==> src/rtl/bk_mp_add_ctrl.sv <==
// Multi-word add/subtract controller that time-shares one
// 32-bit Brent-Kung adder across NWORDS words, LSW first.

module brent_kung_adder (
  input  logic [31:0] x,
  input  logic [31:0] y,
  input  logic        cin,
  output logic [31:0] s,
  output logic        cout
);

  always_comb begin
    logic [31:0] g;
    logic [31:0] p;
    logic [31:0] h;
    h = x ^ y;
    g = x & y;
    p = h;
    g[0] = g[0] | (p[0] & cin);
    for (int d = 1; d < 32; d = d * 2) begin
      for (int i = 2 * d - 1; i < 32; i = i + 2 * d) begin
        g[i] = g[i] | (p[i] & g[i-d]);
        p[i] = p[i] & p[i-d];
      end
    end
    // down-sweep fills in the prefixes skipped by the up-sweep
    for (int d = 8; d > 0; d = d / 2) begin
      for (int i = 3 * d - 1; i < 32; i = i + 2 * d) begin
        g[i] = g[i] | (p[i] & g[i-d]);
        p[i] = p[i] & p[i-d];
      end
    end
    s    = h ^ {g[30:0], cin};
    cout = g[31];
  end

endmodule

module bk_mp_add_ctrl #(
  parameter int NWORDS = 4
) (
  input  logic                   clk,
  input  logic                   rst,
  input  logic                   in_valid,
  output logic                   in_ready,
  input  logic                   op_sub,
  input  logic [32*NWORDS-1:0]   a,
  input  logic [32*NWORDS-1:0]   b,
  output logic                   out_valid,
  input  logic                   out_ready,
  output logic [32*NWORDS-1:0]   result,
  output logic                   cout,
  output logic                   ovf,
  output logic                   busy
);

  localparam int KW = $clog2(NWORDS);

  typedef enum logic [1:0] {
    IDLE,
    RUN,
    DONE
  } state_t;

  state_t state_q;
  state_t state_d;

  logic [NWORDS-1:0][31:0] a_q;
  logic [NWORDS-1:0][31:0] bx_q;
  logic [NWORDS-1:0][31:0] res_q;
  logic [KW-1:0]           k;
  logic                    cy;
  logic                    ovf_q;
  logic [31:0]             sum;
  logic                    co;
  logic                    last;

  assign last = (k == KW'(NWORDS - 1));

  brent_kung_adder u_add (
    .x    (a_q[k]),
    .y    (bx_q[k]),
    .cin  (cy),
    .s    (sum),
    .cout (co)
  );

  always_ff @(posedge clk) begin
    if (rst) state_q <= IDLE;
    else     state_q <= state_d;
  end

  always_comb begin
    state_d = state_q;
    unique case (1'b1)
      state_q == IDLE: if (in_valid)  state_d = RUN;
      state_q == RUN:  if (last)      state_d = DONE;
      state_q == DONE: if (out_ready) state_d = IDLE;
      default:                        state_d = IDLE;
    endcase
  end

  always_ff @(posedge clk) begin
    if (rst) begin
      k     <= '0;
      cy    <= 1'b0;
      res_q <= '0;
      ovf_q <= 1'b0;
      a_q   <= '0;
      bx_q  <= '0;
    end else if (state_q == IDLE && in_valid) begin
      a_q  <= a;
      bx_q <= op_sub ? ~b : b;
      cy   <= op_sub;
      k    <= '0;
    end else if (state_q == RUN) begin
      res_q[k] <= sum;
      cy       <= co;
      k        <= last ? '0 : k + KW'(1);
      if (last)
        ovf_q <= (a_q[NWORDS-1][31] == bx_q[NWORDS-1][31]) &&
                 (sum[31] != a_q[NWORDS-1][31]);
    end
  end

  assign in_ready  = (state_q == IDLE);
  assign out_valid = (state_q == DONE);
  assign busy      = (state_q != IDLE);
  assign result    = res_q;
  assign cout      = cy;
  assign ovf       = ovf_q;

endmodule

==> config.mk <==
export PLATFORM = sky130hd
export DESIGN_NAME = bk_mp_add_ctrl
export DESIGN_NICKNAME = d
export VERILOG_FILES = /design/src/rtl/bk_mp_add_ctrl.sv
export SDC_FILE = /design/constraint.sdc
export NUM_CORES = 1
export LEC_CHECK = 0
export ABC_AREA = 1
export CORE_MARGIN = 5
export CORE_UTILIZATION = 51
export CTS_CLUSTER_SIZE = 8
export DETAILED_ROUTE_END_ITERATION = 8
export HOLD_SLACK_MARGIN = 0.03
export MAX_ROUTING_LAYER = met4
export PLACE_DENSITY = 0.89
export SYNTH_ARGS = -nofsm -noshare
export SYNTH_HDL_FRONTEND = slang
export SYNTH_SLANG_ARGS = --single-unit
export TNS_END_PERCENT = 30
==> constraint.sdc <==
create_clock -name clk -period 4.1 [get_ports clk]
set_input_delay 0.82 -clock clk [delete_from_list [all_inputs] [get_ports clk]]
set_output_delay 0.82 -clock clk [all_outputs]
set_load 0.005 [all_outputs]
== Word level (Yosys, flattened, before mapping) ==
Index checks and enable logic that the tools add are counted.
Word-level totals
  bits in registers: 390
Operators by class
  reduce and logical (&&, ||, !) cells: 10
  muxes and demuxes: 15
  bitwise logic cells: 147
  equality and inequality tests: 8
  add/subtract/negate cells: 1
  $lt $le $gt $ge: 2
Operator list (number)
  binary-select mux 32 bit (select 2 bit): 2
  bitwise mux 128 bit: 1
  2-to-1 mux 128 bit: 1
  inverter 128 bit: 1
  2-to-1 mux 32 bit: 3
  bitwise AND 1 bit: 84
  demux 32 bit (select 2 bit): 1
  bitwise XOR 32 bit: 2
  bitwise OR 1 bit: 58
  bitwise AND 32 bit: 1
  2-to-1 mux 2 bit: 4
  case mux 2 bit (3 select lines): 1
  AND reduction 3 bit: 2
  == test 2 bit, second input constant: 2
  inequality test 2 bit, second input constant: 2
  nonzero test 2 bit: 2
  logical AND 1 bit: 3
  < comparator 2 x 3 -> 1 bit, second input constant: 1
  adder 2 x 1 -> 2 bit, second input constant: 1
  == test 2 x 1 -> 1 bit, second input constant: 1
  greater-or-equal comparator 2 x 1 -> 1 bit, second input constant: 1
  logical NOT 2 bit: 1
  2-to-1 mux 1 bit: 2
  inequality test 2 x 1 -> 1 bit, second input constant: 1
  5 further kinds: 5

== Logic depth before layout (Yosys ltp) ==
  depth after elaboration: 24
  gate-level depth with buffers: 26
  mapped depth without buffers: 24

== Modules after synthesis ==
From an unflattened synthesis, not the netlist that was laid out.
Unflattened totals
  cells, all modules: 2411
  area total of the unflattened synthesis: 17928.4 sq um
By module, submodules not included
  bk_mp_add_ctrl: cells an instance 2236, area each 16560.9 sq um, sequential area each 7807.5 sq um, times used 1
  brent_kung_adder: cells an instance 175, area each 1367.6 sq um, sequential area each 0.0 sq um, times used 1

== Least setup slack after synthesis ==
OpenSTA, ideal clock, no wires.
  kind: reg2reg
  start: reg k[1]
  end: reg ovf_q (netlist: ovf)
  path buffers: 3
  stages on the path, launching flop included: 27
  data arrival time: 3.431 ns
  setup time: 0.117 ns
  clock period less this slack: 3.549 ns
  setup slack: 0.551 ns
  data required time: 3.983 ns
  path through: dfxtp_1 buf_2 inv_1 buf_2 buf_2 a21oi_1 fa_1 inv_1 fa_1 nand2_1 nand2_1 nand3_1 nand2_1 nand2_1 nand2_2 nand2_1 nand2_2 nand2_1 nand2_2 nand2_1 nand2_1 fa_1 xor2_1 inv_1 nor3_1 o221ai_1 inv_1
Between the ends
  word-level cells in the longest chain between the ends: 24
  elaborated cells on any way between the ends: 95
  those cells by class: eq/ne (2); mux (4); bitwise (87); reduce/logical (2)
Ends and longest elaborated chain
  start: declaration: line 71  | logic [KW-1:0] k;
  start signal: assignment: line 119  | k <= last ? '0 : k + KW'(1);
  binary-select mux 32 bit (select 2 bit) (on tied branches): line 81, 82
  2-to-1 mux 32 bit (on tied branches): line 81, 82
  bitwise XOR 32 bit: line 16  | h = x ^ y;
  bitwise AND 1 bit: line 19  | g[0] = g[0] | (p[0] & cin);
  bitwise OR 1 bit: line 19
  bitwise AND 1 bit: line 22  | g[i] = g[i] | (p[i] & g[i-d]);
  bitwise OR 1 bit: line 22
  bitwise AND 1 bit: line 22
  [8 not listed]
  bitwise OR 1 bit: line 29  | g[i] = g[i] | (p[i] & g[i-d]);
  bitwise AND 1 bit: line 29
  bitwise OR 1 bit: line 29
  bitwise AND 1 bit: line 29
  bitwise OR 1 bit: line 29
  bitwise XOR 32 bit: line 33  | s = h ^ {g[30:0], cin};
  inequality test 1 bit: line 122  | (sum[31] != a_q[NWORDS-1][31]);
  logical AND 1 bit: line 121  | ovf_q <= (a_q[NWORDS-1][31] == bx_q[NWORDS-1][31]) &&
  end signal: assignment: line 121
  end: declaration: line 73  | logic ovf_q;
Several ways; a longest one is shown, not always the timed one. The select of a mux whose other input is x is not followed.
A chain may end at the register's enable or synchronous reset.

== Worst setup path after layout ==
  start: reg k[0]
  end: reg res_q, in the netlist result[83]
Between the ends
  word-level cells in the longest chain between the ends: 19
  elaborated cells on any way between the ends: 63
  those cells by class: order compare (2); mux (7); bitwise (53); reduce/logical (1)
Ends and longest elaborated chain
  binary-select mux 32 bit (select 2 bit) (on tied branches): line 81, 82
  2-to-1 mux 32 bit (on tied branches): line 81, 82
  bitwise XOR 32 bit: line 16
  bitwise AND 1 bit: line 19
  bitwise OR 1 bit: line 19
  bitwise AND 1 bit: line 22
  bitwise OR 1 bit: line 22
  bitwise AND 1 bit: line 22
  [3 not listed]
  bitwise AND 1 bit: line 22
  bitwise OR 1 bit: line 22
  bitwise AND 1 bit: line 29
  bitwise OR 1 bit: line 29
  bitwise AND 1 bit: line 29
  bitwise OR 1 bit: line 29
  bitwise XOR 32 bit: line 33
  bitwise mux 128 bit (*): line 117  | res_q[k] <= sum;
  end signal: indexed assignment: line 117
  end: declaration: line 70  | logic [NWORDS-1:0][31:0] res_q;
Mark *: on every way between the ends. The rest lies on a longest branch, timed or not. The select of a mux whose other input is x is not followed.

==> reports/results.tsv <==
metric	value	unit
combPwrFrac	19.5	%
grt_util_met2	47.4	%
yosys.area_share.simple	16.5	%
slew_headroom	21.6	%
route.vias.total	17022	
synth_area	17500	sq um
max_slew.worst_pin.slew	1.18	ns
ys_seq_area_share	44.6	%
synthAdderAreaFrac	4.38	%
initial_utilization	51.9	%
wirelength	60.2	mm
multi_input_area	8560	sq um
chipWidth	195	um
min_path_cells	2	
remaining_drc_errors	0	
grt_overflow_total	0	
whs	0.465	ns
die_y	195	um
clk_latency	0.56	ns
use_met1	40.8	%
clk_pin_slew	0.06	ns
synth_commonest_cells	nor2_1 (457), dfxtp_1 (390), o21ai_0 (389)	
synth-compound-area-share	20.9	%
cts_max_path_buffers	3	
routedWlPerCell	20.2	um
dp_slack	0.259	ns
worst_slack	0.283	ns
fin_cells	2977	
yosysWarnings	0	
hold_viol_final	0	
required	4.56	ns
cts_inserted_buffers	54	
synth_top_cell_area_share	44.6	%
gp_congestion	1.01	
ff_latch_area	7810	sq um
status	finished clean	
drive_above_1_share	4.75	%
cp_cell_sequence	buf_12 > o21ai_0 > o22ai_1 > ha_1 > nand2_1 > inv_1 > nand2_1 > nand2_1 > a21oi_1 > nand2_2 > nand3_1 > nand3_1 > fa_1 > xor2_1 > inv_1 > a21oi_1	
setup_tns	0	ns
crit_top_cell	nand2_1	
maxCapViolCount	0	
antenna_left	0	
period_share	93.1	%
root_buffer	clkbuf_16	
worstHoldEndpoint	result[62]$_SDFFE_PP0P_	
yosysMostFrequentCell	nor2_1	
cp.arrival	4.28	ns
portBuffers	393	
viasPerCell	5.72	
place_hpwl	43.1	mm
num_rows	67	
clock_sinks	390	
synth_top_family_by_area	compound AO/OA/AOI/OAI gates	
grt_pass1_wl	92.1	mm
synth-xor-area-share	7.16	%
detail_route.first_pass.iterations	8	
io_pins	394	
synth.mux.area_fraction	0	%
fin_util	67.8	%
grt_use_met3	5.55	%
rr_endpoint	result[83]$_SDFFE_PP0P_	
antenna_found_initial	4	
yosys.area.top_type	dfxtp_1	
synth-seq-cells	390	
fmax	262	MHz
cp_max_fo	72	
dieArea	38100	sq um
rsz0062_at_grt	false	
synth_cell_type_count	35	
reg2reg_depth	16	
synth_edf_count	0	
synthTopCellsByArea	dfxtp_1 (45%), o21ai_0 (11%), nor2_1 (9.8%)	
power_frac_seq	42.4	%
htreeDepth	2	
slowest_delay	0.48	ns
powerDensity	439	nW/um^2
first_global_vias	16479	
cp-end-kind	flip-flop	
r2r_setup_slack	0.28	ns
busiest_layer	met2	
avgSynthCellArea	7.85	sq um
power_switching	0.00285	W
synthCells	2230	
synthArstFlopShare	0	%
drv_slew	0	
setup-violations-final	0	
pwr-share-clk	38.1	%
core_area	33700	sq um
hp-class	flip-flop to flip-flop	
fillers	2699	
worst_path_max_delay_cell	fa_1	
finClkSkew	0.0161	ns
cp-start-kind	flip-flop	
grt_max_degree	237	
crit_type	flip-flop to flip-flop	
drt_iter0_drc	1987	
synth_nets	2542	
grt_usage	30.8	%
area_growth_syn_to_layout	30.5	%
dp_cells	2915	
fin_nets	2836	
min_period	3.82	ns
irDropWorstVdd	0.000335	V
p_sw_share	28.4	%
hp-start	result[62]$_SDFFE_PP0P_	
cts_tree	built	
leakage	8.91	nW
ys.flop_type	dfxtp_1	
r2r_start	k[0]$_SDFFE_PP0P_	
hold_buffers	0	
p_int	0.00717	W
worst max-delay path: cells and delay by family (launching register included):
family | cells | cell delay (ns)
and+or+nand+nor | 6 | 0.63
adders and majority gates | 2 | 0.78
xor gates and xnor gates | 1 | 0.37
DFF | 1 | 0.45
buffers and inverters | 3 | 0.58
AOI/OAI and AO/OA | 4 | 0.85
state kept, by name, indices dropped and copies added (netlist names):
signal,flops
a_q,128
bx_q,128
result,128
k,2
state_q,2
cout,1
ovf,1
power groups by stage:
stage | registers, W | clock network (W) | logic [W]
2_1_floorplan | 0.00424 | 0 | 0.00109
3_3_place_gp | 0.00430 | 0 | 0.00186
3_5_place_dp | 0.00430 | 0 | 0.00191
4_1_cts | 0.00424 | 0.00384 | 0.00193
5_1_grt | 0.00426 | 0.00401 | 0.00212
6_report | 0.00425 | 0.00382 | 0.00196
logic make-up (layout without fill, tap and decap cells):
kind of cell               Yosys count  count (layout)
and+or+nand+nor                    729             729
AOI/OAI and AO/OA                  661             661
DFF                                390             390
buffers and inverters              256             551
xor gates and xnor gates           143             143
adders and majority gates           51              51
other                                0               4
metrics by stage:
| step | total power, W | cell area, sq um |
|---|---|---|
| final | 0.0100 | 22800 |
| after global placement | 0.00616 | 21400 |
| after floorplan | 0.00533 | 17500 |
| after CTS | 0.0100 | 22800 |
| after detailed placement | 0.00621 | 21400 |
| after global routing | 0.0104 | 22800 |
routing by layer:
metal  wire, um  up-vias
met3       5450      139
met1      25200     7931
met4       2440        0
met5          0        -
li1           -     7988
met2      27100      964
how the worst max path moves through the flow:
stage | cells past startpoint | start | slack (ns) | end
after floorplan | 26 | k[1]$_SDFFE_PP0P_ | 0.55 | ovf$_SDFFE_PP0P_
after global placement | 23 | k[0]$_SDFFE_PP0P_ | 0.25 | ovf$_SDFFE_PP0P_
after detailed placement | 23 | k[0]$_SDFFE_PP0P_ | 0.26 | ovf$_SDFFE_PP0P_
after CTS | 17 | k[0]$_SDFFE_PP0P_ | 0.18 | result[83]$_SDFFE_PP0P_
after global routing | 21 | k[1]$_SDFFE_PP0P_ | 0.06 | result[91]$_SDFFE_PP0P_
final | 16 | k[0]$_SDFFE_PP0P_ | 0.28 | result[83]$_SDFFE_PP0P_
what timing repair did:
action,4_1_cts,5_1_grt
setup endpoints to repair,0,10
setup buffers,0,1
gates resized for setup,0,9
endpoints found under the hold margin,0,0
layout by cell type (no fill, tap or decap), drive strengths merged:
master,Yosys,routed
a31oi,1,1
a211oi,54,54
inv,77,78
nand3,79,79
nor3,2,2
buf,93,24
nand2,186,186
clkbuf,85,57
dfxtp,390,390
o21bai,3,3
or2,1,1
o221ai,1,1
fa,17,17
nor2,460,460
ha,34,34
xnor2,130,130
clkdlybuf4s50,0,391
diode,0,4
o22ai,56,56
clkinv,1,1
a32oi,10,10
and2,1,1
a32o,1,1
a21oi,143,143
o21ai,391,391
a21o,1,1
xor2,13,13
layout make-up:
class                           count  area share, %
Antenna cell                        4         0.0438
Clock buffer                       56           6.00
Clock inverter                      1         0.0712
Inverter                           78           1.37
Multi-Input combinational cell   1584           37.5
Sequential cell                   390           34.2
Tap cell                          448           2.46
Timing Repair Buffer              416           18.4
Power figures use the tool's default switching activity.
